### src/rtl/spi_motor_rx.sv
// spi_motor_rx: SPI slave that receives NUM_CH motor commands of WIDTH bits
// per frame, commits them on a correctly sized frame and echoes the last
// committed frame on sdo.
// Optional watchdog compiled in with macro SPI_MOTOR_RX_WDOG_EN.
//
// state     | meaning
// ----------+------------------------------------------------------------
// WAIT_IDLE | after reset; wait for cs_n high so a frame cut by reset is dropped
// IDLE      | bus idle, waiting for a cs_n falling edge
// SHIFT     | frame in progress, capturing sdi on sck rise, driving sdo
module spi_motor_rx #(
  parameter int NUM_CH  = 2,
  parameter int WIDTH   = 8,
  parameter int TIMEOUT = 1000000
) (
  input  logic                      clk,
  input  logic                      reset_n,
  input  logic                      sck,
  input  logic                      cs_n,
  input  logic                      sdi,
  output logic                      sdo,
  output logic [NUM_CH*WIDTH-1:0]   motor,
  output logic                      valid,
  output logic                      frame_err,
  output logic                      timeout
);

  localparam int TOTAL = NUM_CH * WIDTH;
  localparam int CW    = $clog2(TOTAL + 2);
  localparam logic [CW-1:0] CNT_FULL = CW'(TOTAL);
  localparam logic [CW-1:0] CNT_OVR  = CW'(TOTAL + 1);

  typedef enum logic [1:0] {
    WAIT_IDLE = 2'd0,
    IDLE      = 2'd1,
    SHIFT     = 2'd2
  } state_t;

  state_t state, state_nxt;

  // stages [0],[1] synchronize; stage [2] is the edge-detect reference
  logic [2:0] sck_q;
  logic [2:0] cs_q;
  logic [1:0] sdi_q;

  logic [CW-1:0]    bit_cnt;
  logic [TOTAL-1:0] rx_sr;
  logic [TOTAL-1:0] tx_sr;

  logic sck_rise, sck_fall, cs_rise, cs_fall;
  logic start, finish, commit, reject;
  logic wd_expire;

  assign sck_rise = sck_q[1] & ~sck_q[2];
  assign sck_fall = ~sck_q[1] & sck_q[2];
  assign cs_rise  = cs_q[1] & ~cs_q[2];
  assign cs_fall  = ~cs_q[1] & cs_q[2];

  // input synchronizers
  always_ff @(posedge clk or negedge reset_n) begin
    if (!reset_n) begin
      sck_q <= '0;
      cs_q  <= '0;
      sdi_q <= '0;
    end else begin
      sck_q <= {sck_q[1:0], sck};
      cs_q  <= {cs_q[1:0], cs_n};
      sdi_q <= {sdi_q[0], sdi};
    end
  end

  // state register
  always_ff @(posedge clk or negedge reset_n) begin
    if (!reset_n) state <= WAIT_IDLE;
    else          state <= state_nxt;
  end

  // next-state and frame start/finish strobes
  always_comb begin
    state_nxt = state;
    start     = 1'b0;
    finish    = 1'b0;
    case (state)
      WAIT_IDLE: if (cs_q[1]) state_nxt = IDLE;
      IDLE: begin
        if (cs_fall) begin
          state_nxt = SHIFT;
          start     = 1'b1;
        end
      end
      SHIFT: begin
        if (cs_rise) begin
          state_nxt = IDLE;
          finish    = 1'b1;
        end
      end
      default: state_nxt = WAIT_IDLE;
    endcase
  end

  assign commit = finish && (bit_cnt == CNT_FULL);
  assign reject = finish && (bit_cnt != CNT_FULL);

  // receive shift register and saturating bit counter; overrun bits are dropped
  always_ff @(posedge clk or negedge reset_n) begin
    if (!reset_n) begin
      bit_cnt <= '0;
      rx_sr   <= '0;
    end else if (start) begin
      bit_cnt <= '0;
      rx_sr   <= '0;
    end else if (state == SHIFT && sck_rise) begin
      if (bit_cnt < CNT_FULL) begin
        rx_sr   <= {rx_sr[TOTAL-2:0], sdi_q[1]};
        bit_cnt <= bit_cnt + 1'b1;
      end else begin
        bit_cnt <= CNT_OVR;
      end
    end
  end

  // transmit copy of motor, zero-filled so sdo reads 0 once exhausted
  always_ff @(posedge clk or negedge reset_n) begin
    if (!reset_n) begin
      tx_sr <= '0;
    end else if (start) begin
      tx_sr <= motor;
    end else if (state == SHIFT && sck_fall) begin
      tx_sr <= {tx_sr[TOTAL-2:0], 1'b0};
    end
  end

  assign sdo = (state == SHIFT) & tx_sr[TOTAL-1];

  // output register: commit, reject and watchdog clear
  always_ff @(posedge clk or negedge reset_n) begin
    if (!reset_n) begin
      motor     <= '0;
      valid     <= 1'b0;
      frame_err <= 1'b0;
    end else begin
      valid     <= commit;
      frame_err <= reject;
      if (commit)         motor <= rx_sr;
      else if (wd_expire) motor <= '0;
    end
  end

`ifdef SPI_MOTOR_RX_WDOG_EN
  localparam int WDW = $clog2(TIMEOUT + 1);
  localparam logic [WDW-1:0] WD_MAX = WDW'(TIMEOUT);

  logic [WDW-1:0] wd_cnt;

  // watchdog: counts clocks since last commit, saturating at TIMEOUT
  always_ff @(posedge clk or negedge reset_n) begin
    if (!reset_n)              wd_cnt <= '0;
    else if (commit)           wd_cnt <= '0;
    else if (wd_cnt != WD_MAX) wd_cnt <= wd_cnt + 1'b1;
  end

  // motor is cleared on the same edge the counter reaches TIMEOUT
  assign wd_expire = !commit && (wd_cnt == WD_MAX - 1'b1);
  assign timeout   = (wd_cnt == WD_MAX);
`else
  assign wd_expire = 1'b0;
  assign timeout   = 1'b0;
`endif

endmodule

### config.mk
export PLATFORM = sky130hd
export DESIGN_NAME = spi_motor_rx
export DESIGN_NICKNAME = d
export VERILOG_FILES = /design/src/rtl/spi_motor_rx.sv
export SDC_FILE = /design/constraint.sdc
export NUM_CORES = 1
export LEC_CHECK = 0
export CAP_MARGIN = 20
export CORE_MARGIN = 5
export CORE_UTILIZATION = 45
export CTS_BUF_LIST = sky130_fd_sc_hd__clkbuf_8
export CTS_CLUSTER_DIAMETER = 60
export DETAILED_ROUTE_END_ITERATION = 8
export GPL_TIMING_DRIVEN = 0
export PLACE_DENSITY = 0.64
export REMOVE_ABC_BUFFERS = 1
export SYNTH_ARGS = -nofsm -noshare
export SYNTH_HDL_FRONTEND = slang
export SYNTH_SLANG_ARGS = --single-unit
### constraint.sdc
create_clock -name clk -period 2.2 [get_ports clk]
set_input_delay 0.44 -clock clk [delete_from_list [all_inputs] [get_ports clk]]
set_output_delay 0.44 -clock clk [all_outputs]
set_load 0.005 [all_outputs]
==> results of run 1 <==
-- worst max path at each step --
stage	slack, ns	cells after the start	endpoint
after global placement	-1.51	1	valid
after global routing	0.006	3	sdo
final	0.06	3	sdo
after floorplan	-0.51	3	tx_sr[2]
after CTS	0.005	3	sdo
after detailed placement	-0.36	3	tx_sr[5]
-- final cells by class --
class	count	share of cell area (%)
repair buffers	27	8.09
clock inverters	3	0.452
well taps	77	2.90
multi-input cells	130	33.4
inverters	7	0.791
clock buffers	13	5.38
flip-flops and latches	65	49.0
-- per-layer routing --
layer / wire length (um) / vias up / share of wire (%) / global-route usage [%]
li1: - / 819 / - / -
met1: 2190 / 856 / 45 / 17.8
met2: 2380 / 30 / 49 / 22.0
met3: 190 / 9 / 3.9 / 2.86
met4: 108 / 0 / 2.2 / 7.85
met5: 0 / - / 0 / 0
-- power by group --
part           internal (W)  switching (W)
logic              0.000178       0.000122
registers           0.00130      0.0000730
clock network      0.000525       0.000426
-- registers in the layout, summed over array words and instances (netlist names) --
name       cells
bit_cnt        5
cs_q           3
frame_err      1
motor         16
rx_sr         16
sck_q          3
sdi_q          2
state          2
tx_sr         16
valid          1
-- logic make-up (layout without fill, tap and decap cells) --
family          count (synthesis)  after routing  share of synthesized area [%]
fa+ha+maj                       2              2                          0.882
mux                            44             44                           19.7
other cells                     1              1                          0.132
buf+inv                        23             50                           4.28
compound gates                 43             43                           8.16
flops                          65             65                           57.4
simple gates                   40             40                           9.44
-- synthesized netlist by cell type (all sizes together) --
cell and instances:
a21oi 19, or4 1, nand2 5, nor3 1
o21ai 17, and4bb 1, nor3b 2, nor4bb 2
conb 1, o22ai 1, nand4 3, dfrtp 65
o211a 1, nand2b 1, buf 10, and2 1
or3 1, clkbuf 6, a21o 2, nand4bb 1
mux2 44, ha 2, nand3 20, a211oi 1
a31oi 2, and2b 1, inv 7
-- worst max-delay path, stage by stage (launching register included) --
cell and delay [ns]:
dfrtp_2 0.47, and2b_4 0.30, and2_1 0.12, clkdlybuf4s50_1 0.49
-- per-stage QoR --
| step | instances | setup slack (ns) | TNS, ns | cell area [um^2] | util (%) |
|---|---|---|---|---|---|
| after floorplan | 202 | -0.511 | -8.83 | 2740 | - |
| after global placement | 302 | -1.51 | -137.12 | 3070 | 49.1 |
| after detailed placement | 304 | -0.365 | -4.89 | 3110 | 49.8 |
| after CTS | 322 | 0.00499 | 0 | 3320 | 53.1 |
| after global routing | 322 | 0.00650 | 0 | 3320 | 53.2 |
| final | 322 | 0.0569 | 0 | 3320 | 53.2 |
-- what timing repair did --
| item | 4_1_cts | 5_1_grt |
|---|---|---|
| hold buffers | 0 | 0 |
| setup buffers | 2 | 0 |
| resized for setup | 1 | 3 |
| pin swaps | 1 | 0 |
| setup endpoints to repair | 16 | 2 |
-- cell usage in the layout (no fill, tap or decap), drive strengths merged, types with 2 or more instances in the layout --
master and n:
a21o 2, a21oi 19, a31oi 2, buf 5, clkbuf 13, clkdlybuf4s50 22, dfrtp 65, ha 2
inv 9, mux2 44, nand2 5, nand3 20, nand4 3, nor3b 2, nor4bb 2, o21ai 17
==> metrics.cfg, run 1 <==
[floorplan]
fp-row-count=29
die_h_um=89.4
ios=25
fp.coreArea_um2=6240
initial_core_util_pct=45.4
die_area_um2=7990
fp.dieW_um=89.4

[clock_tree]
cts_made_buffers=9
cts_tree=built
htree_levels=3
cts.path.max_buffers=2
clock_latency_ns=0.33
clk_pin_slew_ns=0.07
cts_sinks=65
cts.root.buffer_cell=clkbuf_8

[route]
vias_per_cell=5.32
routedWlPerCell_um=15.1
ant_nets=0
drc_errors=0
vias=1714
wirelength_um=4870
drt_iter0_drc=130
drt_pass1_iterations=4

[global_routing]
antenna_found_initial=0
grt_max_degree=66
grt_pass1_vias=1802
grt_overflow=0
grt_first_pass_wirelength_um=8470
grt_util_all_layers_pct=13.9

[logic_synthesis]
postSynthAreaPerCell_um2=13.0
synth-seq-area-share_pct=57.4
yosysWarnings=0
netlist.area_leader.share_pct=57.4
synthTopCellsByArea=dfrtp_1, mux2_4, mux2_2, nand3_1, a21oi_1
ys_ff_latch=65
yosysTopAreaCell=dfrtp_1
syn-instance-count=218
synth.distinct_cells=33
synth_area_um2=2840

[sta]
rsz0062_at_grt=false
hold_viol=0
tightest_slew_ns=0.988
setup_viol=0
maxSlewViolCount=0
period_needed_ns=2.14
fin_hold_ws_ns=0.186
clock_skew_ns=0.00759
relSlewSlack_pct=34.1
fin_crit_sh_pct=97.4
max_freq_mhz=467

[final_layout]
multi_input_area_um2=1110
diodes=0
nets=247
regArea_um2=1630
drive_gt1_share_pct=26.5
area_growth_pct=17.2
fillers=543

[setup_path]
critical_path_required_ns=1.76
timing.rr.start=bit_cnt[4]
worstPathArrival_ns=1.70
r2r_cells=3
crit_path_end_kind=output port
critPathLaunch=state[0]
r2r_slack_ns=0.20
critical_path_class=register to output port
start_kind=register
path_max_fanout=7
r2r-end=motor[12]

[placement]
globalplace.congestion=0.668
dpl.hpwl_um=2950
portBuffers=23

[outcome]
outcome=complete, no violations

[pwr]
power_w=0.00263
pwr_density_cell_nw_per_um2=790
vdd_drop_max_mv=0.336
p_leak_nw=1.56

[hold_path]
hp-class=primary input to asynchronous set/reset pin

[job]
drv_cap=0

(Power assumes the default switching activity.)
==> run 2, diff against run 1 <==
--- a/config.mk
+++ b/config.mk
@@ -13,7 +13,6 @@
 export DETAILED_ROUTE_END_ITERATION = 8
 export GPL_TIMING_DRIVEN = 0
 export PLACE_DENSITY = 0.64
-export REMOVE_ABC_BUFFERS = 1
 export SYNTH_ARGS = -nofsm -noshare
 export SYNTH_HDL_FRONTEND = slang
 export SYNTH_SLANG_ARGS = --single-unit
==> run 2 against run 1 <==
Net effect: worst setup slack gained 0.020 ns; design area up 0.79%; first-iteration DRC count is 39% higher; critical path depth unchanged; die area unchanged; highest routed layer unchanged.
==> metrics.cfg, run 2 (synthesis gave the netlist of run 1 again) <==
[global_routing]
grt_overflow=0
grt_max_degree=66
grt_first_pass_wirelength_um=8630
antenna_found_initial=0
grt_pass1_vias=1687
grt_util_all_layers_pct=14.6

[route]
routedWlPerCell_um=15.4
drc_errors=0
vias=1765
wirelength_um=5160
drt_pass1_iterations=4
vias_per_cell=5.28
drt_iter0_drc=181
ant_nets=0

[sta]
maxSlewViolCount=0
period_needed_ns=2.12
tns_ns=0
fin_crit_sh_pct=96.5
setup_viol=0
max_freq_mhz=471
relSlewSlack_pct=45.9
rsz0062_at_grt=false
tightest_slew_ns=0.812
hold_viol=0
clock_skew_ns=0.0115

[clock_tree]
cts_tree=built
clock_latency_ns=0.34
hold_buffers=0
htree_levels=3
cts_made_buffers=9
cts_sinks=65
cts.root.buffer_cell=clkbuf_8
cts_setup_buffers=0
clk_pin_slew_ns=0.07
cts.path.max_buffers=2
cts_resized=0

[setup_path]
crit_path_end_kind=output port
start_kind=register
crit_path_max_incr_delay_ns=0.49
cp_slowest_cell=clkdlybuf4s50_1
critical_path_required_ns=1.76
critical_path_class=register to output port
path_cells=and2b_4 > and2_1 > clkdlybuf4s50_1
worstPathArrival_ns=1.68
path_max_fanout=7

[placement]
globalplace.congestion=0.790
portBuffers=23
dpl.hpwl_um=3440
placed_area_um2=3160
dp.cells=318

[final_layout]
area_growth_pct=18.1
final_cell_mix=dfrtp_1, clkdlybuf4s50_1, nand3_1, mux2_2, a21oi_1
nets=259
drive_gt1_share_pct=26.5
fin_cells=334
post-route-cell-area_um2=3350
reg_top3=motor: 16 flops, rx_sr: 16 flops, tx_sr: 16 flops
final_common_cell=dfrtp_1
diodes=0

[floorplan]
die_area_um2=7990
die_h_um=89.4
fp.coreArea_um2=6240
fp.dieW_um=89.4
initial_core_util_pct=45.4
ios=25
fp-row-count=29

[job]
drv_cap=0

[hold_path]
hp-class=primary input to asynchronous set/reset pin

[pwr]
p_switching_w=0.000655
pwr-share-seq_pct=51.7
p_leak_nw=1.58
vdd_drop_max_mv=0.509
pwr_density_cell_nw_per_um2=790
p_int_w=0.00199
clockPowerShare_pct=36.9
pwr-share-comb_pct=11.4
netSwitchingFraction_pct=24.8
power_w=0.00265

[outcome]
outcome=complete, no violations

[logic_synthesis]
syn-num-nets=225

[run 2: per-layer routing]
layer | up-vias | GRT usage (%) | share of wire (%)
li1 | 847 | - | -
met1 | 882 | 20.0 | 49
met2 | 34 | 21.2 | 46
met3 | 2 | 5.53 | 4.1
met4 | 0 | 4.87 | 0.60
met5 | - | 0 | 0
[run 2: final cells by class]
type,instances,area (um^2)
clock buffer,9,124
buffer,16,95.1
clock inverter,7,63.8
inverter,7,26.3
sequential,65,1630
fill,528,2890
timing repair buffer,23,228
multi-input combinational,130,1090
tap,77,96.3
[run 2: final timing paths]
path                           from   endpoint  slack, ns  cells after the start
min                         reset_n  tx_sr[10]       0.20                      1
min in group clk            cs_q[0]    cs_q[1]       0.35                      0
min reg2reg                 cs_q[0]    cs_q[1]       0.35                      0
max reg2reg                state[1]  tx_sr[11]       0.31                      4
max in group asynchronous   reset_n   state[0]       1.43                      1
max                        state[0]        sdo       0.08                      3
[run 2: power groups by stage]
stage / clock [W] / combinational (W) / sequential, W
after floorplan: 0 / 0.000237 / 0.00137
after global placement: 0 / 0.000299 / 0.00139
after detailed placement: 0 / 0.000307 / 0.00139
after CTS: 0.000990 / 0.000309 / 0.00137
after global routing: 0.00105 / 0.000334 / 0.00138
final: 0.000976 / 0.000303 / 0.00137
[run 2: metrics by stage]
| stage | hold slack [ns] | util, % | setup slack [ns] |
|---|---|---|---|
| floorplan | 0.144 | - | 0.512 |
| global placement | 0.332 | 50.7 | -1.49 |
| detailed placement | 0.336 | 50.6 | 0.299 |
| CTS | 0.216 | 53.6 | 0.0457 |
| global route | 0.268 | 53.7 | 0.0142 |
| finish | 0.195 | 53.7 | 0.0772 |
[run 2: worst max-delay path, delay by kind of cell, from the launching register on]
| family | cells | cell delay (ns) |
|---|---|---|
| and+or+nand+nor | 2 | 0.41 |
| DFF | 1 | 0.44 |
| buffers and inverters | 1 | 0.49 |
